===== src/rtl/mips_cpu_bus_mem_pkg.sv =====
// Shared definitions for the load/store bus access unit: size codes,
// request-op bit positions, FSM states and access-width helpers.
package mips_cpu_bus_mem_pkg;

    localparam logic [2:0] SZ_B  = 3'b000;
    localparam logic [2:0] SZ_H  = 3'b001;
    localparam logic [2:0] SZ_W  = 3'b011;
    localparam logic [2:0] SZ_BU = 3'b100;
    localparam logic [2:0] SZ_HU = 3'b101;

    localparam int unsigned OP_STORE_BIT = 3;

    typedef enum logic [1:0] {
        ST_IDLE = 2'b00,
        ST_BUS  = 2'b01,
        ST_RESP = 2'b10
    } state_t;

    typedef enum logic [1:0] {
        ACC_BYTE = 2'b00,
        ACC_HALF = 2'b01,
        ACC_WORD = 2'b10
    } acc_t;

    // Unsigned codes share the width of their signed twin; unused codes fall back to word.
    function automatic acc_t acc_of(input logic [2:0] sz);
        acc_t a;
        case (sz)
            SZ_B, SZ_BU: a = ACC_BYTE;
            SZ_H, SZ_HU: a = ACC_HALF;
            SZ_W:        a = ACC_WORD;
            default:     a = ACC_WORD;
        endcase
        return a;
    endfunction

    function automatic logic is_misaligned(input acc_t a, input logic [1:0] lo);
        logic m;
        case (a)
            ACC_BYTE: m = 1'b0;
            ACC_HALF: m = lo[0];
            default:  m = (lo != 2'b00);
        endcase
        return m;
    endfunction

endpackage


===== src/rtl/mips_cpu_bus_load_extend.sv =====
// Selects the addressed byte/halfword lane of a bus read word and
// sign- or zero-extends it to 32 bits according to the load size code.
module mips_cpu_bus_load_extend
    import mips_cpu_bus_mem_pkg::*;
(
    input  logic [31:0] readdata,
    input  logic [1:0]  addr_lo,
    input  logic [2:0]  size,
    output logic [31:0] rdata_ext
);

    logic [7:0]  byte_s;
    logic [15:0] half_s;

    // Lane selection
    always_comb begin
        byte_s = 8'd0;
        half_s = 16'd0;
        case (addr_lo)
            2'd0:    byte_s = readdata[7:0];
            2'd1:    byte_s = readdata[15:8];
            2'd2:    byte_s = readdata[23:16];
            2'd3:    byte_s = readdata[31:24];
            default: byte_s = 8'd0;
        endcase
        if (addr_lo[1]) begin
            half_s = readdata[31:16];
        end else begin
            half_s = readdata[15:0];
        end
    end

    // Extension; anything that is not a byte/half code passes the word through
    always_comb begin
        rdata_ext = readdata;
        case (size)
            SZ_B:    rdata_ext = {{24{byte_s[7]}}, byte_s};
            SZ_BU:   rdata_ext = {24'd0, byte_s};
            SZ_H:    rdata_ext = {{16{half_s[15]}}, half_s};
            SZ_HU:   rdata_ext = {16'd0, half_s};
            default: rdata_ext = readdata;
        endcase
    end

endmodule


===== src/rtl/mips_cpu_bus_mem_access.sv =====
// Load/store access unit: turns one CPU memory request at a time into a
// word-aligned Avalon-style bus cycle and returns an extended load result.
module mips_cpu_bus_mem_access
    import mips_cpu_bus_mem_pkg::*;
(
    input  logic        clk,
    input  logic        reset,
    input  logic        req_valid,
    input  logic [3:0]  req_op,
    input  logic [31:0] req_addr,
    input  logic [31:0] req_wdata,
    output logic        req_ready,
    output logic        rsp_valid,
    output logic [31:0] rsp_rdata,
    output logic        rsp_misaligned,
    output logic [31:0] address,
    output logic        read,
    output logic        write,
    input  logic        waitrequest,
    output logic [31:0] writedata,
    output logic [3:0]  byteenable,
    input  logic [31:0] readdata
);

    state_t      state_r;
    logic [2:0]  size_r;
    logic [1:0]  addr_lo_r;
    logic        store_r;

    logic        accept_s;
    logic        store_s;
    logic        misaligned_s;
    acc_t        acc_s;
    logic [3:0]  be_s;
    logic [31:0] wd_s;
    logic [31:0] ext_s;

    assign accept_s     = req_valid && req_ready;
    assign store_s      = req_op[OP_STORE_BIT];
    assign acc_s        = acc_of(req_op[2:0]);
    assign misaligned_s = is_misaligned(acc_s, req_addr[1:0]);

    // Store lane steering and byte enables for the incoming request
    always_comb begin
        be_s = 4'b1111;
        wd_s = req_wdata;
        case (acc_s)
            ACC_BYTE: begin
                be_s = 4'b0001 << req_addr[1:0];
                wd_s = {4{req_wdata[7:0]}};
            end
            ACC_HALF: begin
                be_s = 4'b0011 << {req_addr[1], 1'b0};
                wd_s = {2{req_wdata[15:0]}};
            end
            default: begin
                be_s = 4'b1111;
                wd_s = req_wdata;
            end
        endcase
    end

    mips_cpu_bus_load_extend u_load_extend (
        .readdata  (readdata),
        .addr_lo   (addr_lo_r),
        .size      (size_r),
        .rdata_ext (ext_s)
    );

    // Transaction FSM; bus and response outputs are all registered here
    always_ff @(posedge clk or posedge reset) begin
        if (reset) begin
            state_r        <= ST_IDLE;
            size_r         <= 3'd0;
            addr_lo_r      <= 2'd0;
            store_r        <= 1'b0;
            req_ready      <= 1'b1;
            rsp_valid      <= 1'b0;
            rsp_rdata      <= 32'd0;
            rsp_misaligned <= 1'b0;
            address        <= 32'd0;
            read           <= 1'b0;
            write          <= 1'b0;
            writedata      <= 32'd0;
            byteenable     <= 4'd0;
        end else begin
            case (state_r)
                ST_IDLE: begin
                    rsp_valid <= 1'b0;
                    if (accept_s) begin
                        size_r    <= req_op[2:0];
                        addr_lo_r <= req_addr[1:0];
                        store_r   <= store_s;
                        req_ready <= 1'b0;
                        if (misaligned_s) begin
                            // Fault is reported without touching the bus
                            state_r        <= ST_RESP;
                            rsp_valid      <= 1'b1;
                            rsp_misaligned <= 1'b1;
                            rsp_rdata      <= 32'd0;
                        end else begin
                            state_r    <= ST_BUS;
                            address    <= {req_addr[31:2], 2'b00};
                            byteenable <= be_s;
                            writedata  <= wd_s;
                            read       <= ~store_s;
                            write      <= store_s;
                        end
                    end
                end
                ST_BUS: begin
                    if (!waitrequest) begin
                        read           <= 1'b0;
                        write          <= 1'b0;
                        rsp_valid      <= 1'b1;
                        rsp_misaligned <= 1'b0;
                        rsp_rdata      <= store_r ? 32'd0 : ext_s;
                        state_r        <= ST_RESP;
                    end
                end
                ST_RESP: begin
                    rsp_valid <= 1'b0;
                    req_ready <= 1'b1;
                    state_r   <= ST_IDLE;
                end
                default: begin
                    read      <= 1'b0;
                    write     <= 1'b0;
                    rsp_valid <= 1'b0;
                    req_ready <= 1'b1;
                    state_r   <= ST_IDLE;
                end
            endcase
        end
    end

endmodule


===== config.mk =====
export PLATFORM = sky130hd
export DESIGN_NAME = mips_cpu_bus_mem_access
export DESIGN_NICKNAME = d
export VERILOG_FILES = /design/src/rtl/mips_cpu_bus_mem_pkg.sv /design/src/rtl/mips_cpu_bus_load_extend.sv /design/src/rtl/mips_cpu_bus_mem_access.sv
export SDC_FILE = /design/constraint.sdc
export NUM_CORES = 1
export LEC_CHECK = 0
export ABC_AREA = 1
export CORE_MARGIN = 3
export CORE_UTILIZATION = 29
export CTS_CLUSTER_DIAMETER = 100
export DETAILED_ROUTE_END_ITERATION = 6
export REMOVE_ABC_BUFFERS = 1
export SYNTH_ARGS = -nofsm -noshare
export SYNTH_HDL_FRONTEND = slang
export SYNTH_SLANG_ARGS = --single-unit

===== constraint.sdc =====
create_clock -name clk -period 7.78 [get_ports clk]
set_input_delay 1.556 -clock clk [delete_from_list [all_inputs] [get_ports clk]]
set_output_delay 1.556 -clock clk [all_outputs]
set_load 0.02 [all_outputs]

---- Yosys cells after proc, flatten, opt, wreduce, memory -nomap -nowiden ----
Cells that the tools add are included.
word-level totals
  memory bits (read-only) ................. 0
  word-level logic and storage cells ...... 83
  input bits .............................. 104
  latch bits .............................. 0
  memories kept ........................... 0
  output and inout bits ................... 105
  RAM bits ................................ 0
  register bits ........................... 111
operators by class
  divide/modulo/power cells ............... 0
  $add $sub $neg .......................... 0
  reduce and logical (&&, ||, !) cells .... 16
  mux-type cells .......................... 32
  multipliers ............................. 0
  shift operators ......................... 2
  equality and inequality tests ........... 16
  $lt $le $gt $ge ......................... 0
  bitwise gates (word level) .............. 4
operators by type and width
  cell                                              number
  two-way mux 32 bit                                4
  case mux 32 bit (2 select lines)                  2
  case mux 32 bit (4 select lines)                  1
  case mux 8 bit (4 select lines)                   1
  two-way mux 16 bit                                1
  == test 3 bit (second input constant)             4
  two-way mux 1 bit                                 11
  inequality test 2 bit (second input constant)     4
  case mux 1 bit (2 select lines)                   4
  case mux 2 bit (2 select lines)                   2
  case mux 4 bit (2 select lines)                   1
  AND reduction 4 bit                               2
  == test 2 x 1 -> 1 bit (second input constant)    3
  == test 2 bit (second input constant)             3
  == test 3 x 1 -> 1 bit (second input constant)    2
  logical NOT 2 bit                                 3
  logical NOT 3 bit                                 2
  two-way mux 2 bit                                 3
  case mux 1 bit (3 select lines)                   2
  AND reduction 2 bit                               3
  inverter 1 bit                                    4
  nonzero test 2 bit                                2
  OR reduction 2 bit                                2
  left shift 1 x 2 -> 4 bit (first input constant)  1
  3 further kinds                                   3

---- Depth between registers and ports, before layout ----
Gate-level depths: netlist (run 1).
  word-level depth ........................ 8
  mapped depth ............................ 10
  mapped depth without buffers ............ 8

---- By module ----
Synthesis (run 1) repeated with hierarchy kept, for this count alone.
unflattened totals
  cells, all modules ...................... 830
  area, all modules ....................... 6173.4 um2
by module, submodules not included
  module                    area an instance (um2)  seq. area each (um2)  times used  cells an instance
  mips_cpu_bus_mem_access   5250.0                  2778.9                1           660
  mips_cpu_bus_load_extend  923.4                   0.0                   1           170

---- Worst setup path before layout (run 1) ----
OpenSTA, ideal clock, no wires.
  kind .................................... input port to flip-flop
  start point ............................. input req_op[0]
  end point ............................... register writedata[24]
  data arrival time ....................... 2307 ps
  path buffers ............................ 1
  cell stages on the path ................. 9
  required time ........................... 7658 ps
  library setup time ...................... 122 ps
  setup slack ............................. 5351 ps
  cell sequence ........................... inv_2 > nand2_4 > nand2_1 > nand2_1 > nor2_2 > inv_2 > buf_2 > nand2_1 > o21ai_1
between the ends
  longest elaborated chain between the ends .. 7
  elaborated cells between the ends (all ways) .. 13
  classes of those cells .................. 4 x eq/ne; 3 x mux; 1 x bitwise; 5 x reduce/logical
RTL lines
  item                                                                line                                                       source
  from (decl)                                                         mips_cpu_bus_mem_access.sv:9                               input logic [3:0] req_op,
  == test 3 x 1 -> 1 bit, or another cell as far along                mips_cpu_bus_mem_pkg.sv:28                                 case (sz)
  OR reduction 2 bit                                                  mips_cpu_bus_mem_pkg.sv:28
  case mux 2 bit (2 select lines) (*)                                 mips_cpu_bus_mem_pkg.sv:28
  == test 2 x 1 -> 1 bit / logical NOT 2 bit (equally long branches)  mips_cpu_bus_mem_pkg.sv:39, mips_cpu_bus_mem_access.sv:47
  case mux 1 bit (2 select lines)                                     mips_cpu_bus_mem_pkg.sv:39                                 case (a)
  inverter 1 bit (no source line)                                     n/a
  AND reduction 3 bit (no source line)                                n/a
  to (signal assigned)                                                mips_cpu_bus_mem_access.sv:105                             writedata <= wd_s;
  to (decl)                                                           mips_cpu_bus_mem_access.sv:20                              output logic [31:0] writedata,
Mark *: on every way between the ends. The rest lies on a longest branch, timed or not.
A chain may end at the register's enable or synchronous reset.

---- Worst setup path in the final report (run 1) ----
  start point ............................. input req_op[1]
  end point ............................... register writedata[6]
between the ends
  longest elaborated chain between the ends .. 7
  elaborated cells between the ends (all ways) .. 12
  classes of those cells .................. 4 x eq/ne; 2 x mux; 1 x bitwise; 5 x reduce/logical
RTL lines
  item                                                                line
  == test 3 x 1 -> 1 bit, or another cell as far along                mips_cpu_bus_mem_pkg.sv:28
  OR reduction 2 bit                                                  mips_cpu_bus_mem_pkg.sv:28
  case mux 2 bit (2 select lines) (*)                                 mips_cpu_bus_mem_pkg.sv:28
  == test 2 x 1 -> 1 bit / logical NOT 2 bit (equally long branches)  mips_cpu_bus_mem_pkg.sv:39
  case mux 1 bit (2 select lines) (*)                                 mips_cpu_bus_mem_pkg.sv:39
  inverter 1 bit (no source line) (*)                                 n/a
  AND reduction 3 bit (no source line) (*)                            n/a
Marks and branches as above.

==> out/qor.yml, run 1 <==
yosys.cell_count.top_type: "nand2_1"
area_delta_synth_final_pct: 46.2
critPathTopFamily: "buffers and inverters"
synth_area_leader_cell: "dfrtp_1"
dpl.hpwl_mm: 11.9
setup_viol: 0
wl_mm: 16.5
crit_chain: "clkdlybuf4s50_1, buf_4, inv_2, nand2_4, nand2_1, nand2_1, nor2_4, buf_4, inv_2, buf_4, nand2_1, o21ai_1"
synthAdderAreaFrac_pct: 0
synth-edff-count: 0
crit_fanout: 80
drc: 0
cts_max_path_buffers: 2
dr_wl_met3_mm: 1.57
route.met2.wl_mm: 7.14
synth_async_sr_flop_share_pct: 100
synth-compound-area-share_pct: 4.64
dieArea_mm2: 0.0202
critPathLaunchType: "primary input"
grt_pass1_vias: 5052
synth_top_family_by_area: "simple AND/OR/NAND/NOR gates"
post_cts_buffers: 0
cts.sinks: 111
root_buffer: "clkbuf_16"
antenna_found_initial: 1
timing_hold_violations_final: 0
leakage_nw: 4.06
via_per_inst: 4.41
grt-ovfl-total: 0
yosysSeqAreaShare_pct: 51.8
cp-end-kind: "register"
fin_crit_sh_pct: 49.3
crit_path_start: "req_op[1]"
yosys.area_share.simple_pct: 36.8
synth_area_leaders: "dfrtp_1, nand2_1, nor2_1"
path_clk_slew_ps: 80
hp-class: "register to register"
totalPowerFinal_w: 0.00115
drt_pass1_iterations: 4
final.min_clock_period_ps: 3840
io_buffers: 206
layout-drive-gt1-share_pct: 5.35
io_pins: 209
cp_slowest_stage_delay_ps: 610
finalSetupTns_ps: 0
slowest_stage: "buf_4"
ant_nets: 0
design_area_mm2: 0.00784
worstMarginPinSlew_ps: 870
grt_start_max_net_pins: 81
hold_slack_ps: 474
synth_cell_types: 28
irDropWorstVdd_uv: 96.1
dp_slack_ps: 3530
slew_violations: 0
synth_ff_type: "dfrtp_1"
met1Wirelength_mm: 7.60
worstPathRequired_ps: 8060
rsz0062_at_grt: "false"
fin_ws_ps: 3940
core_mm2: 0.0181
die-height_um: 142
multi_input_area_mm2: 0.00225
outcome: "finished clean"
syn_inst: 721
ys_ff_latch: 111
syn_area_mm2: 0.00536
vias: 5057
wl_per_cell_um: 14.4
grt_pass1_wl_mm: 26.6
post_cts_resize_count: 0
worstReg2RegEnd: "writedata[6]"
synth_xor_area_share_pct: 0
rrSetupSlack_ps: 5510
die_x_um: 142
htree_levels: 3
globalplace.congestion: 0.792
postCtsHoldBufs: 0
synth_top_area_share_pct: 51.3
skew_ps: 9.73
drt_iter0_markers: 245
r2r-start: "state_r[1]"
cp.depth: 12
cp.arrival_ps: 4120
cts_buffers: 9
cts_tree: "built"
syn_area_per_cell_um2: 7.44
relSlewSlack_pct: 42.0
fmax_mhz: 261
power_density_mw_per_mm2: 146
rows: 49
start_util_pct: 29.7
track_usage_pct: 16.6
top_layer_used: "met4"
synth_warnings: 0
layout.nets: 1015
critical_path_class: "primary input to register"
endpoint: "writedata[6]"
critPathBufInv: 6
cap_violations: 0
nFillCells: 1894
yosys-mux-area-fraction_pct: 0.210
r2r_cells: 8
seq_area_mm2: 0.00278
synthTopCellsByCount: "nand2_1, dfrtp_1, nor2_1"
dpl-instance-area_mm2: 0.00754
clock_latency_ps: 360
[where the power goes]
group	leakage (nW)	internal (W)	switching (W)
Sequential	1.55	0.000576	0
Clock	0.148	0.000228	0.000242
Combinational	2.36	0.0000557	0.0000455
Total	4.06	0.000860	0.000288
[worst min path at each step]
stage | start | to | cells past startpoint
after detailed placement | writedata[9] | writedata[9] | 2
after global routing | writedata[10] | writedata[10] | 2
final | byteenable[3] | byteenable[3] | 2
after global placement | address[27] | address[27] | 2
after CTS | address[20] | address[20] | 2
after floorplan | size_r[0] | size_r[0] | 2
[through the flow]
| stage | utilization (%) | cells |
|---|---|---|
| 2_1_floorplan | - | 690 |
| 3_3_place_gp | 41.7 | 1129 |
| 3_5_place_dp | 41.7 | 1129 |
| 4_1_cts | 43.4 | 1145 |
| 5_1_grt | 43.4 | 1146 |
| 6_report | 43.4 | 1146 |
[registers in the layout (all words and copies together), names as in the netlist, 2 cells and up]
| name | flops |
|---|---|
| state_r | 2 |
| rsp_rdata | 32 |
| byteenable | 4 |
| address | 30 |
| writedata | 32 |
| size_r | 3 |
| addr_lo_r | 2 |
[layout make-up]
type                            count  share of cell area (%)
Multi-Input combinational cell    543                    28.6
Inverter                           36                    1.75
Antenna cell                        1                  0.0319
Clock buffer                        9                    2.87
Timing Repair Buffer              210                    26.7
Tap cell                          229                    3.65
Clock inverter                      7                   0.957
Sequential cell                   111                    35.4
[worst register-to-register path, stage by stage, from the launching register on]
cell and delay, ps:
dfrtp_1 440, nor2_1 230, nand2_1 170, nor2_4 100, buf_4 480, inv_2 90, buf_4 350, nand2_1 210
o21ai_1 70
[layer usage]
| layer | up-vias | GRT usage, % |
|---|---|---|
| met5 | - | 0 |
| met4 | 0 | 4.95 |
| met3 | 14 | 6.72 |
| met2 | 165 | 25.5 |
| met1 | 2303 | 21.7 |
| li1 | 2575 | - |
[cells in the final DEF (no fill, tap or decap), types with 3 or more instances in the layout]
cell and n:
nand3_1 19, a21oi_1 3, dfrtp_1 110, inv_1 28
buf_4 4, nand2_2 5, o21ai_0 28, o21ai_1 14
or2_2 4, nand2_4 3, nand3b_1 3, clkbuf_16 9
nand2_1 384, inv_2 7, nor2_1 66, clkdlybuf4s50_1 206
[logic make-up (layout without fill, tap and decap cells)]
logic type	Yosys count	count (layout)
other	1	3
buffers and inverters	68	262
AO/OA/AOI/OAI	48	48
flip-flops	111	111
multiplexers	1	1
AND/OR/NAND/NOR	492	492
(Power assumes the default switching activity.)
==> inputs of run 2 (changes only) <==
- clock period: 7.78 -> 3.8 ns (I/O delays scaled with it)
==> out/qor.yml, run 2 (synthesis gave the netlist of run 1 again) <==
fin_ws_ps: 1380  # -2560 ps
fmax_mhz: 413
path_clk_slew_ps: 70  # about the same
final_common_cell: "nand2_1"
r2r_cells: 8  # unchanged
worstMarginPinSlew_ps: 671  # -199 ps
min_to: "byteenable[1]"
critical_path_class: "primary input to register"
dieArea_mm2: 0.0202  # unchanged
dpl-instance-area_mm2: 0.00757  # +0.43%
post_cts_resize_count: 0  # unchanged
hold_depth: 2  # unchanged
design_area_mm2: 0.00785  # +0.13%
wl_mm: 16.5  # -0.48%
htree_levels: 3  # unchanged
totalPowerFinal_w: 0.00231  # +100%
relSlewSlack_pct: 55.1  # +13 points
wl_per_cell_um: 14.4  # -0.48%
start_util_pct: 29.7  # unchanged
timing_hold_violations_final: 0  # unchanged
slew_violations: 0  # unchanged
layout.nets: 1016  # +0.099%
drc: 0  # unchanged
reg_top3: "rsp_rdata (32), writedata (32), address (30)"
drt_iter0_markers: 213  # -13%
irDropWorstVdd_uv: 198  # +110%
worstPathRequired_ps: 4030  # -4030 ps
grt-ovfl-total: 0  # unchanged
final.min_clock_period_ps: 2420
cp.arrival_ps: 2660  # -1460 ps
root_buffer: "clkbuf_16"
rsz0062_at_grt: "false"
critPathLaunchType: "primary input"
rows: 49  # unchanged
worstReg2RegEnd: "rsp_rdata[5]"
globalplace.congestion: 0.807  # +2.0%
fin_crit_sh_pct: 63.7
via_per_inst: 4.41  # about the same
cts_buffers: 9  # unchanged
outcome: "finished clean"
crit_fanout: 34  # -57%
antenna_found_initial: 0  # -1
cp-end-kind: "register"
cts_tree: "built"
vias: 5053  # -0.079%
die-height_um: 142  # unchanged
core_mm2: 0.0181  # unchanged
grt_start_max_net_pins: 80  # -1.2%
area_delta_synth_final_pct: 46.4
drt_pass1_iterations: 5  # +1
postCtsHoldBufs: 0  # unchanged
rrSetupSlack_ps: 1810  # -3700 ps
post_cts_buffers: 0  # unchanged
skew_ps: 14.5  # +4.76 ps
r2r-start: "req_ready"
layout_common_cells: "nand2_1, clkdlybuf4s50_1, dfrtp_1"
io_pins: 209  # unchanged
diodes: 0  # -1
ant_nets: 0  # unchanged
clock_latency_ps: 350  # about the same
dp_slack_ps: 994  # -2530 ps
grt_pass1_vias: 5020  # -0.63%
layout-drive-gt1-share_pct: 5.34  # -0.0058 points
power_density_mw_per_mm2: 294  # +100%
track_usage_pct: 16.2  # -0.44 points
hp-class: "register to register"
finalSetupTns_ps: 0  # unchanged
leakage_nw: 4.06  # about the same
die_x_um: 142  # unchanged
dpl.hpwl_mm: 12.0  # +1.0%
grt_pass1_wl_mm: 26.0  # -2.5%
cts_max_path_buffers: 2  # unchanged
setup_viol: 0  # unchanged
cts.sinks: 111  # unchanged
io_buffers: 206  # unchanged
hold_path_startpoint: "byteenable[1]"
cap_violations: 0  # unchanged
-- run 2: final cells by class --
cell class                      count  area (um^2)
Clock buffer                       10          229
Clock inverter                      6         51.3
Fill cell                        1847        10200
Inverter                           36          138
Multi-Input combinational cell    543         2250
Sequential cell                   111         2780
Tap cell                          229          287
Timing Repair Buffer              211         2120
-- run 2: stage by stage --
step / instances / hold WS (ps) / util [%]
floorplan: 690 / 475 / -
global placement: 1130 / 453 / 41.9
detailed placement: 1130 / 457 / 41.9
CTS: 1146 / 477 / 43.4
global route: 1146 / 490 / 43.4
finish: 1146 / 470 / 43.4
-- run 2: worst max path at each step --
stage / start / to / slack (ps) / cells past startpoint
2_1_floorplan: reset / addr_lo_r[0] / 110 / 1
3_3_place_gp: req_valid / rsp_misaligned / 1020 / 8
3_5_place_dp: req_op[1] / rsp_misaligned / 990 / 8
4_1_cts: req_op[1] / rsp_misaligned / 1360 / 8
5_1_grt: req_op[1] / byteenable[1] / 1200 / 9
6_report: req_op[1] / rsp_misaligned / 1380 / 8
-- run 2: per-layer routing --
layer	GRT usage [%]	up-vias	share of wire [%]
li1	-	2580	-
met3	6.89	8	11
met2	24.7	172	44
met5	0	-	0
met1	21.1	2293	44
met4	4.75	0	0.78
-- run 2: worst max-delay path, cell delays in order --
cell and delay [ps]:
clkdlybuf4s50_1 580, inv_2 150, nand2_4 90, nand2_1 100, nand2_1 110, nand2_2 530
inv_2 120, o21a_1 200
-- run 2: power breakdown --
group | switching, W | total [W] | internal, W | leakage (nW)
combinational | 0.0000934 | 0.000210 | 0.000116 | 2.38
clock | 0.000465 | 0.000921 | 0.000456 | 0.134
sequential | 0 | 0.00118 | 0.00118 | 1.55
